===== config.mk =====
export PLATFORM = sky130hd
export DESIGN_NAME = rs_gen
export DESIGN_NICKNAME = d
export VERILOG_FILES = /design/src/rtl/rs_gen.sv
export SDC_FILE = /design/constraint.sdc
export NUM_CORES = 2
export LEC_CHECK = 0
export ABC_AREA = 1
export CAP_MARGIN = 30
export CORE_ASPECT_RATIO = 0.9
export CORE_MARGIN = 4
export CORE_UTILIZATION = 43
export DETAILED_ROUTE_END_ITERATION = 10
export DONT_BUFFER_PORTS = 1
export PLACE_DENSITY = 0.59
export REMOVE_ABC_BUFFERS = 1
export SYNTH_ARGS = -nofsm -noshare
export SYNTH_HDL_FRONTEND = slang
export SYNTH_SLANG_ARGS = --single-unit

===== constraint.sdc =====
create_clock -name clk -period 10 [get_ports clk]
set_input_delay 2 -clock clk [delete_from_list [all_inputs] [get_ports clk]]
set_output_delay 2 -clock clk [all_outputs]
set_load 0.1 [all_outputs]

===== src/rtl/rs_gen.sv =====
// rs_gen: reservation station with age-ordered dispatch and multi-channel CDB wakeup.
// Optional feature macro RS_BYPASS_EN: an issuing operand captures a matching CDB result on the issue edge.
module rs_gen #(
  parameter int DEPTH   = 8,
  parameter int NCDB    = 2,
  parameter int ROB_LOG = 4,
  parameter int OP_LOG  = 6
) (
  input  logic                       clk,
  input  logic                       rst,
  input  logic                       rdy,
  input  logic                       flush,
  input  logic                       issue_valid,
  input  logic [OP_LOG-1:0]          issue_op,
  input  logic [31:0]                issue_Imm,
  input  logic [31:0]                issue_CurPC,
  input  logic [ROB_LOG-1:0]         issue_DestRob,
  input  logic [31:0]                issue_Vj,
  input  logic [31:0]                issue_Vk,
  input  logic                       issue_Rj,
  input  logic                       issue_Rk,
  input  logic [ROB_LOG-1:0]         issue_Qj,
  input  logic [ROB_LOG-1:0]         issue_Qk,
  input  logic [NCDB-1:0]            cdb_valid,
  input  logic [NCDB*ROB_LOG-1:0]    cdb_RobId,
  input  logic [NCDB*32-1:0]         cdb_value,
  output logic                       FU_enable,
  input  logic                       FU_ready,
  output logic [OP_LOG-1:0]          FU_op,
  output logic [31:0]                FU_Vj,
  output logic [31:0]                FU_Vk,
  output logic [31:0]                FU_Imm,
  output logic [31:0]                FU_CurPC,
  output logic [ROB_LOG-1:0]         FU_DestRob,
  output logic                       RS_next_full,
  output logic [$clog2(DEPTH+1)-1:0] RS_count
);

  localparam int IDX_W = (DEPTH > 1) ? $clog2(DEPTH) : 1;
  localparam int CNT_W = $clog2(DEPTH + 1);

  logic [DEPTH-1:0]   busy_q, busy_d;
  logic [DEPTH-1:0]   rj_q, rj_d;
  logic [DEPTH-1:0]   rk_q, rk_d;
  // older_q[i][j] set means entry i was issued before entry j
  logic [DEPTH-1:0]   older_q [DEPTH];
  logic [DEPTH-1:0]   older_d [DEPTH];

  logic [OP_LOG-1:0]  op_q   [DEPTH];
  logic [OP_LOG-1:0]  op_d   [DEPTH];
  logic [31:0]        vj_q   [DEPTH];
  logic [31:0]        vj_d   [DEPTH];
  logic [31:0]        vk_q   [DEPTH];
  logic [31:0]        vk_d   [DEPTH];
  logic [31:0]        imm_q  [DEPTH];
  logic [31:0]        imm_d  [DEPTH];
  logic [31:0]        pc_q   [DEPTH];
  logic [31:0]        pc_d   [DEPTH];
  logic [ROB_LOG-1:0] dest_q [DEPTH];
  logic [ROB_LOG-1:0] dest_d [DEPTH];
  logic [ROB_LOG-1:0] qj_q   [DEPTH];
  logic [ROB_LOG-1:0] qj_d   [DEPTH];
  logic [ROB_LOG-1:0] qk_q   [DEPTH];
  logic [ROB_LOG-1:0] qk_d   [DEPTH];

  logic               fu_enable_q, fu_enable_d;
  logic [OP_LOG-1:0]  fu_op_q, fu_op_d;
  logic [31:0]        fu_vj_q, fu_vj_d;
  logic [31:0]        fu_vk_q, fu_vk_d;
  logic [31:0]        fu_imm_q, fu_imm_d;
  logic [31:0]        fu_pc_q, fu_pc_d;
  logic [ROB_LOG-1:0] fu_dest_q, fu_dest_d;
  logic [CNT_W-1:0]   count_q, count_d;

  logic [DEPTH-1:0]   ready;
  logic               oldest;
  logic               sel_found, free_found;
  logic [IDX_W-1:0]   sel_idx, free_idx;
  logic               slot_free, disp_fire, disp_now;

  // Oldest ready entry and lowest free slot, both from registered state
  always_comb begin
    ready      = busy_q & rj_q & rk_q;
    oldest     = 1'b0;
    sel_found  = 1'b0;
    sel_idx    = '0;
    free_found = 1'b0;
    free_idx   = '0;
    for (int i = 0; i < DEPTH; i++) begin
      oldest = ready[i];
      for (int j = 0; j < DEPTH; j++) begin
        if (j != i && ready[j] && older_q[j][i]) oldest = 1'b0;
      end
      if (oldest && !sel_found) begin
        sel_found = 1'b1;
        sel_idx   = IDX_W'(i);
      end
    end
    for (int i = 0; i < DEPTH; i++) begin
      if (!busy_q[i] && !free_found) begin
        free_found = 1'b1;
        free_idx   = IDX_W'(i);
      end
    end
  end

  assign slot_free    = !fu_enable_q || FU_ready;
  assign disp_fire    = slot_free && sel_found;
  assign disp_now     = rdy && !flush && disp_fire;
  assign RS_next_full = (int'(count_q) + int'(issue_valid) - int'(disp_now)) >= DEPTH;

  always_comb begin
    busy_d      = busy_q;
    rj_d        = rj_q;
    rk_d        = rk_q;
    older_d     = older_q;
    op_d        = op_q;
    vj_d        = vj_q;
    vk_d        = vk_q;
    imm_d       = imm_q;
    pc_d        = pc_q;
    dest_d      = dest_q;
    qj_d        = qj_q;
    qk_d        = qk_q;
    fu_enable_d = fu_enable_q;
    fu_op_d     = fu_op_q;
    fu_vj_d     = fu_vj_q;
    fu_vk_d     = fu_vk_q;
    fu_imm_d    = fu_imm_q;
    fu_pc_d     = fu_pc_q;
    fu_dest_d   = fu_dest_q;
    count_d     = '0;

    if (flush) begin
      busy_d      = '0;
      fu_enable_d = 1'b0;
    end else if (rdy) begin
      // Descending scan so the lowest matching channel is written last and wins
      for (int i = 0; i < DEPTH; i++) begin
        for (int c = NCDB - 1; c >= 0; c--) begin
          if (busy_q[i] && !rj_q[i] && cdb_valid[c] &&
              qj_q[i] == cdb_RobId[c*ROB_LOG +: ROB_LOG]) begin
            rj_d[i] = 1'b1;
            vj_d[i] = cdb_value[c*32 +: 32];
          end
          if (busy_q[i] && !rk_q[i] && cdb_valid[c] &&
              qk_q[i] == cdb_RobId[c*ROB_LOG +: ROB_LOG]) begin
            rk_d[i] = 1'b1;
            vk_d[i] = cdb_value[c*32 +: 32];
          end
        end
      end

      if (slot_free) begin
        fu_enable_d = sel_found;
        if (sel_found) begin
          fu_op_d         = op_q[sel_idx];
          fu_vj_d         = vj_q[sel_idx];
          fu_vk_d         = vk_q[sel_idx];
          fu_imm_d        = imm_q[sel_idx];
          fu_pc_d         = pc_q[sel_idx];
          fu_dest_d       = dest_q[sel_idx];
          busy_d[sel_idx] = 1'b0;
        end
      end

      if (issue_valid && free_found) begin
        busy_d[free_idx] = 1'b1;
        op_d[free_idx]   = issue_op;
        imm_d[free_idx]  = issue_Imm;
        pc_d[free_idx]   = issue_CurPC;
        dest_d[free_idx] = issue_DestRob;
        vj_d[free_idx]   = issue_Vj;
        vk_d[free_idx]   = issue_Vk;
        rj_d[free_idx]   = issue_Rj;
        rk_d[free_idx]   = issue_Rk;
        qj_d[free_idx]   = issue_Qj;
        qk_d[free_idx]   = issue_Qk;
`ifdef RS_BYPASS_EN
        for (int c = NCDB - 1; c >= 0; c--) begin
          if (!issue_Rj && cdb_valid[c] && issue_Qj == cdb_RobId[c*ROB_LOG +: ROB_LOG]) begin
            rj_d[free_idx] = 1'b1;
            vj_d[free_idx] = cdb_value[c*32 +: 32];
          end
          if (!issue_Rk && cdb_valid[c] && issue_Qk == cdb_RobId[c*ROB_LOG +: ROB_LOG]) begin
            rk_d[free_idx] = 1'b1;
            vk_d[free_idx] = cdb_value[c*32 +: 32];
          end
        end
`else
        // Operands are stored exactly as issued; forwarding is the issue stage's job
`endif
        // Every entry busy now is older than the newcomer; the newcomer is older than nobody
        for (int j = 0; j < DEPTH; j++) begin
          older_d[j][free_idx] = busy_q[j];
        end
        older_d[free_idx] = '0;
      end
    end

    for (int i = 0; i < DEPTH; i++) begin
      count_d = count_d + CNT_W'(busy_d[i]);
    end
  end

  always_ff @(posedge clk or negedge rst) begin
    if (!rst) begin
      busy_q      <= '0;
      rj_q        <= '0;
      rk_q        <= '0;
      older_q     <= '{default: '0};
      fu_enable_q <= 1'b0;
      fu_op_q     <= '0;
      fu_vj_q     <= '0;
      fu_vk_q     <= '0;
      fu_imm_q    <= '0;
      fu_pc_q     <= '0;
      fu_dest_q   <= '0;
      count_q     <= '0;
    end else begin
      busy_q      <= busy_d;
      rj_q        <= rj_d;
      rk_q        <= rk_d;
      older_q     <= older_d;
      fu_enable_q <= fu_enable_d;
      fu_op_q     <= fu_op_d;
      fu_vj_q     <= fu_vj_d;
      fu_vk_q     <= fu_vk_d;
      fu_imm_q    <= fu_imm_d;
      fu_pc_q     <= fu_pc_d;
      fu_dest_q   <= fu_dest_d;
      count_q     <= count_d;
    end
  end

  // Entry payload is only read while its busy bit is set, so it needs no reset
  always_ff @(posedge clk) begin
    op_q   <= op_d;
    vj_q   <= vj_d;
    vk_q   <= vk_d;
    imm_q  <= imm_d;
    pc_q   <= pc_d;
    dest_q <= dest_d;
    qj_q   <= qj_d;
    qk_q   <= qk_d;
  end

  assign FU_enable  = fu_enable_q;
  assign FU_op      = fu_op_q;
  assign FU_Vj      = fu_vj_q;
  assign FU_Vk      = fu_vk_q;
  assign FU_Imm     = fu_imm_q;
  assign FU_CurPC   = fu_pc_q;
  assign FU_DestRob = fu_dest_q;
  assign RS_count   = count_q;

endmodule


# After elaboration in Yosys (flattened, before gate mapping)
# Cells that the tools add are included.
# Widths: inputs -> output; s select.
dict set report op_classes {
  bitwise 10
  n_lt_le_gt_ge 8
  muxes 276
  reduce_logical 202
  add_sub_neg 9
  n_eq_ne 32
}
# cell n
set op_table {}
lappend op_table {{$mux 32} 73}
lappend op_table {{$bwmux 256} 4}
lappend op_table {{$mux 256} 2}
lappend op_table {{$bmux 32 s3} 4}
lappend op_table {{$logic_and 1x1->1} 157}
lappend op_table {{$mux 1} 143}
lappend op_table {{$eq 4x4->1} 32}
lappend op_table {{$bwmux 32} 3}
lappend op_table {{$demux 32 s3} 1}
lappend op_table {{$bwmux 8} 10}
lappend op_table {{$mux 8} 10}
lappend op_table {{$and 64x64->64} 1}
lappend op_table {{$not 64->64} 1}
lappend op_table {{$bwmux 48} 1}
lappend op_table {{$logic_not 1->1} 38}
lappend op_table {{$mux 3} 10}
lappend op_table {{$and 8x8->8} 3}
lappend op_table {{$demux 8 s3} 1}
lappend op_table {{$bmux 6 s3} 1}
lappend op_table {{$demux 6 s3} 1}
lappend op_table {{$mux 6} 3}
lappend op_table {{$add 4x1->4} 4}
lappend op_table {{$bmux 4 s3} 1}
lappend op_table {{$demux 4 s3} 1}
lappend op_table {{other kinds (22)} 32}
dict set report totals {
  out_inout_bits 144
  reg_bits 1399
  wordCells 620
}

# Depth between registers and ports, before layout
dict set report logic_depth {
  ltp_word 53
  mapped_depth 26
  ltp_nobuf 25
}

# Worst setup path after synthesis
# No wires, ideal clock.
dict set report synth_path {
  path_type {input -> register}
  from {input rdy}
  to {register count_q[2] (netlist: RS_count[2])}
  required_ns 9.877
  slack_ns -10.569
  arrival_time_ns 20.446
  cell_stages 12
  path_cell_list {inv_1 -> nor2_1 -> clkbuf_1 -> a21oi_1 -> fa_1 -> fa_1 -> fa_1 -> inv_1 -> ha_1 -> inv_1 -> fa_1 -> xnor2_1}
}
dict set report synth_via {
  elab_chain_len 9
}
# item line
set synth_lines {}
lappend synth_lines {{start, declared} 11} ;# input logic rdy,
lappend synth_lines {{$mux 8 (*)} 137} ;# end else if (rdy) begin
lappend synth_lines {{$mux 8 (*)} 134} ;# if (flush) begin
lappend synth_lines {{$add 1x1->2} 202} ;# count_d = count_d + CNT_W'(busy_d[i]);
lappend synth_lines {{$add 2x1->3} 202}
lappend synth_lines {{$add 3x1->4} 202}
lappend synth_lines {{$add 4x1->4 (3 in a row)} 202}
lappend synth_lines {{$add 4x1->4 (*)} 202}
lappend synth_lines {{via count_d[2]} 73} ;# logic [CNT_W-1:0] count_q, count_d;
lappend synth_lines {{end signal, assigned} 232} ;# count_q <= count_d;
lappend synth_lines {{end, declared} 73}
# The timed path passes the listed nets; every way through them passes the cells marked *.
# A chain may end at the register's enable or synchronous reset.

# Final worst setup path
dict set report layout_path {
  from {input rdy}
  to {output RS_next_full}
}
dict set report layout_via {
  elab_chain_len 4
}
# item line
set layout_lines {}
lappend layout_lines {{$logic_and 1x1->1 (2 in a row)} 109} ;# assign disp_now = rdy && !flush && disp_fire;
lappend layout_lines {{$sub 5x1->6} 110} ;# assign RS_next_full = (int'(count_q) + int'(issue_valid) - int'(disp_now)) >= DEPTH;
lappend layout_lines {{$ge 6x5->1} 110}
lappend layout_lines {{end, declared} 35} ;# output logic RS_next_full,
# No other way between the ends.

==> results.md <==
* Post-synthesis area per instance at 8.49 um2
* Min Tclk post-route at 7.15 ns
* Antenna viol nets, final at 0
* Largest net degree at the start of global routing at 224
* Main synth FF type: edfxtp_1
* Max frequency at 140 MHz
* Peak supply drop at 0.136 mV
* Leak at 0.0334 uW
* Via count at 64,700
* Drt wl/cell at 26.3 um
* Number of buffers created by CTS at 160
* Std-Cell Rows at 144
* Initial DRT Pass Iterations at 6
* Initial drt markers at 9,472
* Core region area at 0.172 mm2
* Max-Cap Viols at 0
* GR Util All Layers at 30.6%
* Clk_skew at 0.0337 ns
* # hold bufs at CTS at 0
* Number of distinct library cells after synthesis at 52
* Async set-reset flop share out of synthesis at 16.0%
* Nets at 8,603
* Drt drc at 0
* Critical Path AT at 5.15 ns
* Global-route wire length before repair at 411,000 um
* Slew @ Worst Pin at 1.19 ns
* Share of cells above drive strength 1 at 5.33%
* Vias in the first global route at 60,400
* Htree depth at 4
* Die height at 402 um
* Placer congestion estimate at 0.879
* CTS sink count at 1,391
* Setup_tns at 0 ns
* Kind of critical path: in -> out
* Clk_lat worst skew at 0.82 ns
* Crit path capture: RS_next_full
* Commonest non-fill, non-tap cell in the layout: nand2_1
* Clock root cell: clkbuf_16
* Area delta synth->final at 9.64%
* Synth warn at 0
* Top-level port count at 372
* Reg2Reg Setup Slack at 3.96 ns
* Final Core Density at 47.5%
* Synth Register Bits at 1,391
* Initial Util at 43.3%
* Postcts setup bufs at 0
* Worst hold margin at 0.492 ns
* Die area at 0.179 mm2
* Final wirelength at 284,000 um
* Pwr/cell area at 197 mW/mm2
* Synthesized area at 0.0743 mm2
* Hold Path Class: reg -> reg
* Die width at 446 um
* Status: complete, no violations
* Rel. slew slack at 20.8%
* Seq/Total Area, Yosys at 54.7%
* Clock tree buffer depth at 3
* Endpoints failing setup at 0
* Post-Syn Instances at 8,747
* Critical path origin: rdy
* Hold path depth at 1
* Vias per inst at 6.00
* Tcrit/Tclk final at 71.5%
* Worst R2R Start: busy_q[2]$_DFF_PN0_
* Most frequent cells in the layout: nand2_1, edfxtp_1, o21ai_0
* RSZ-0062 raised after global routing: false
* Final Max Tran Viols at 0
* Critical Path Start Type: primary input
* Endpoint class of the critical path: output pin
* Cts repair resizes at 0
* Critical path fanouts, max at 15
* Required @ worst endpoint at 8.00 ns
* Clock slew at reported path FFs at 0.06 ns
* I/O Buffers at 0
* EDFF count, synth at 1,168
* R2r endpoint: RS_count[1]$_DFF_PN0_
* Final hold viol count at 0
* TritonCTS clock tree: yes
* Initial antenna violation count at 16
* DP Wirelength at 149,000 um
* Gr ovfl total at 0
* Reg2reg path depth at 20
* Worst min-delay path startpoint: older_q[53]$_DFFE_PN0P_
flip-flops by register name (all words and copies together) (netlist names), 4 cells and up:
| name | count |
|---|---|
| busy_q | 8 |
| FU_op | 6 |
| op_q | 48 |
| pc_q | 256 |
| older_q | 56 |
| FU_Vj | 32 |
| FU_Vk | 32 |
| FU_CurPC | 32 |
| dest_q | 32 |
| imm_q | 256 |
| rj_q | 8 |
| RS_count | 4 |
| FU_Imm | 32 |
| FU_DestRob | 4 |
| qk_q | 32 |
| rk_q | 8 |
| vk_q | 256 |
| vj_q | 256 |
| qj_q | 32 |
how the worst min path moves through the flow:
stage	end	slack, ns
6_report	older_q[53]$_DFFE_PN0P_	0.49
5_1_grt	older_q[50]$_DFFE_PN0P_	0.50
4_1_cts	older_q[53]$_DFFE_PN0P_	0.50
3_5_place_dp	older_q[53]$_DFFE_PN0P_	0.48
3_3_place_gp	older_q[50]$_DFFE_PN0P_	0.47
2_1_floorplan	older_q[15]$_DFFE_PN0P_	0.45
through the flow:
stage	setup slack (ns)	cell area (um2)	power (uW)	cells
after floorplan	-30.25	71200	9930	8050
after global placement	2.93	75400	10200	10400
after detailed placement	2.91	76000	10300	10500
after CTS	2.88	81300	16200	10800
after global routing	2.64	81400	16600	10800
final	2.85	81500	16100	10800
area by class of cell:
cell class              instances  area, um2
fillers                     16200      90100
flip-flops and latches       1391      40700
multi-input cells            5815      27800
clock buffers                 227       4460
inverters                     844       3180
well taps                    2263       2830
repair buffers                148       1730
clock inverters                74        768
diodes                         20       50.0
Yosys cell counts, types with 21 or more instances:
cell	number	area [um2]
xor2_1	38	333
edfxtp_1	1168	35100
buf_2	137	686
buf_6	26	293
inv_1	827	3100
o21ai_1	21	105
nand2_1	2389	8970
o21ai_0	879	4400
nor4_1	26	163
clkbuf_1	430	1610
o22ai_1	438	2740
o211ai_1	164	1230
dfrtp_1	223	5580
a21oi_1	112	561
a32oi_1	55	482
buf_1	86	323
xnor2_1	33	289
nand3_1	729	3650
nand3b_1	102	766
nor2_1	684	2570
nand4_1	41	257
report_power, final:
group | switching, uW | total [uW] | internal (uW)
sequential | 2370 | 9050 | 6680
clock | 2550 | 5920 | 3370
combinational | 696 | 1100 | 403
critical path, stage by stage:
cell,delay [ns]
inv_1,0.08
nor2_4,0.31
inv_1,0.29
nor2_4,0.33
ha_1,0.29
inv_1,0.07
ha_1,0.16
inv_1,0.06
fa_1,0.39
nand3_1,0.11
nor2_1,0.05
a2111oi_0,0.71
a211oi_4,0.02
buf_4,0.27
metal layers:
metal	routed length (um)	up-vias	GRT usage, %
met5	36	-	0
met4	13500	6	13.7
met3	35200	729	7.67
met2	125000	4259	46.5
met1	110000	30800	41.3
li1	-	28900	-
kinds of logic after synthesis:
| logic type | after synthesis | share of synthesized area, % |
|---|---|---|
| flops | 1391 | 54.7 |
| simple gates | 4010 | 22.4 |
| compound gates | 1708 | 13.2 |
| xor+xnor | 71 | 0.837 |
| mux | 11 | 0.148 |
| buf+inv | 1541 | 8.37 |
| fa+ha+maj | 15 | 0.303 |
(Power assumes the default switching activity.)
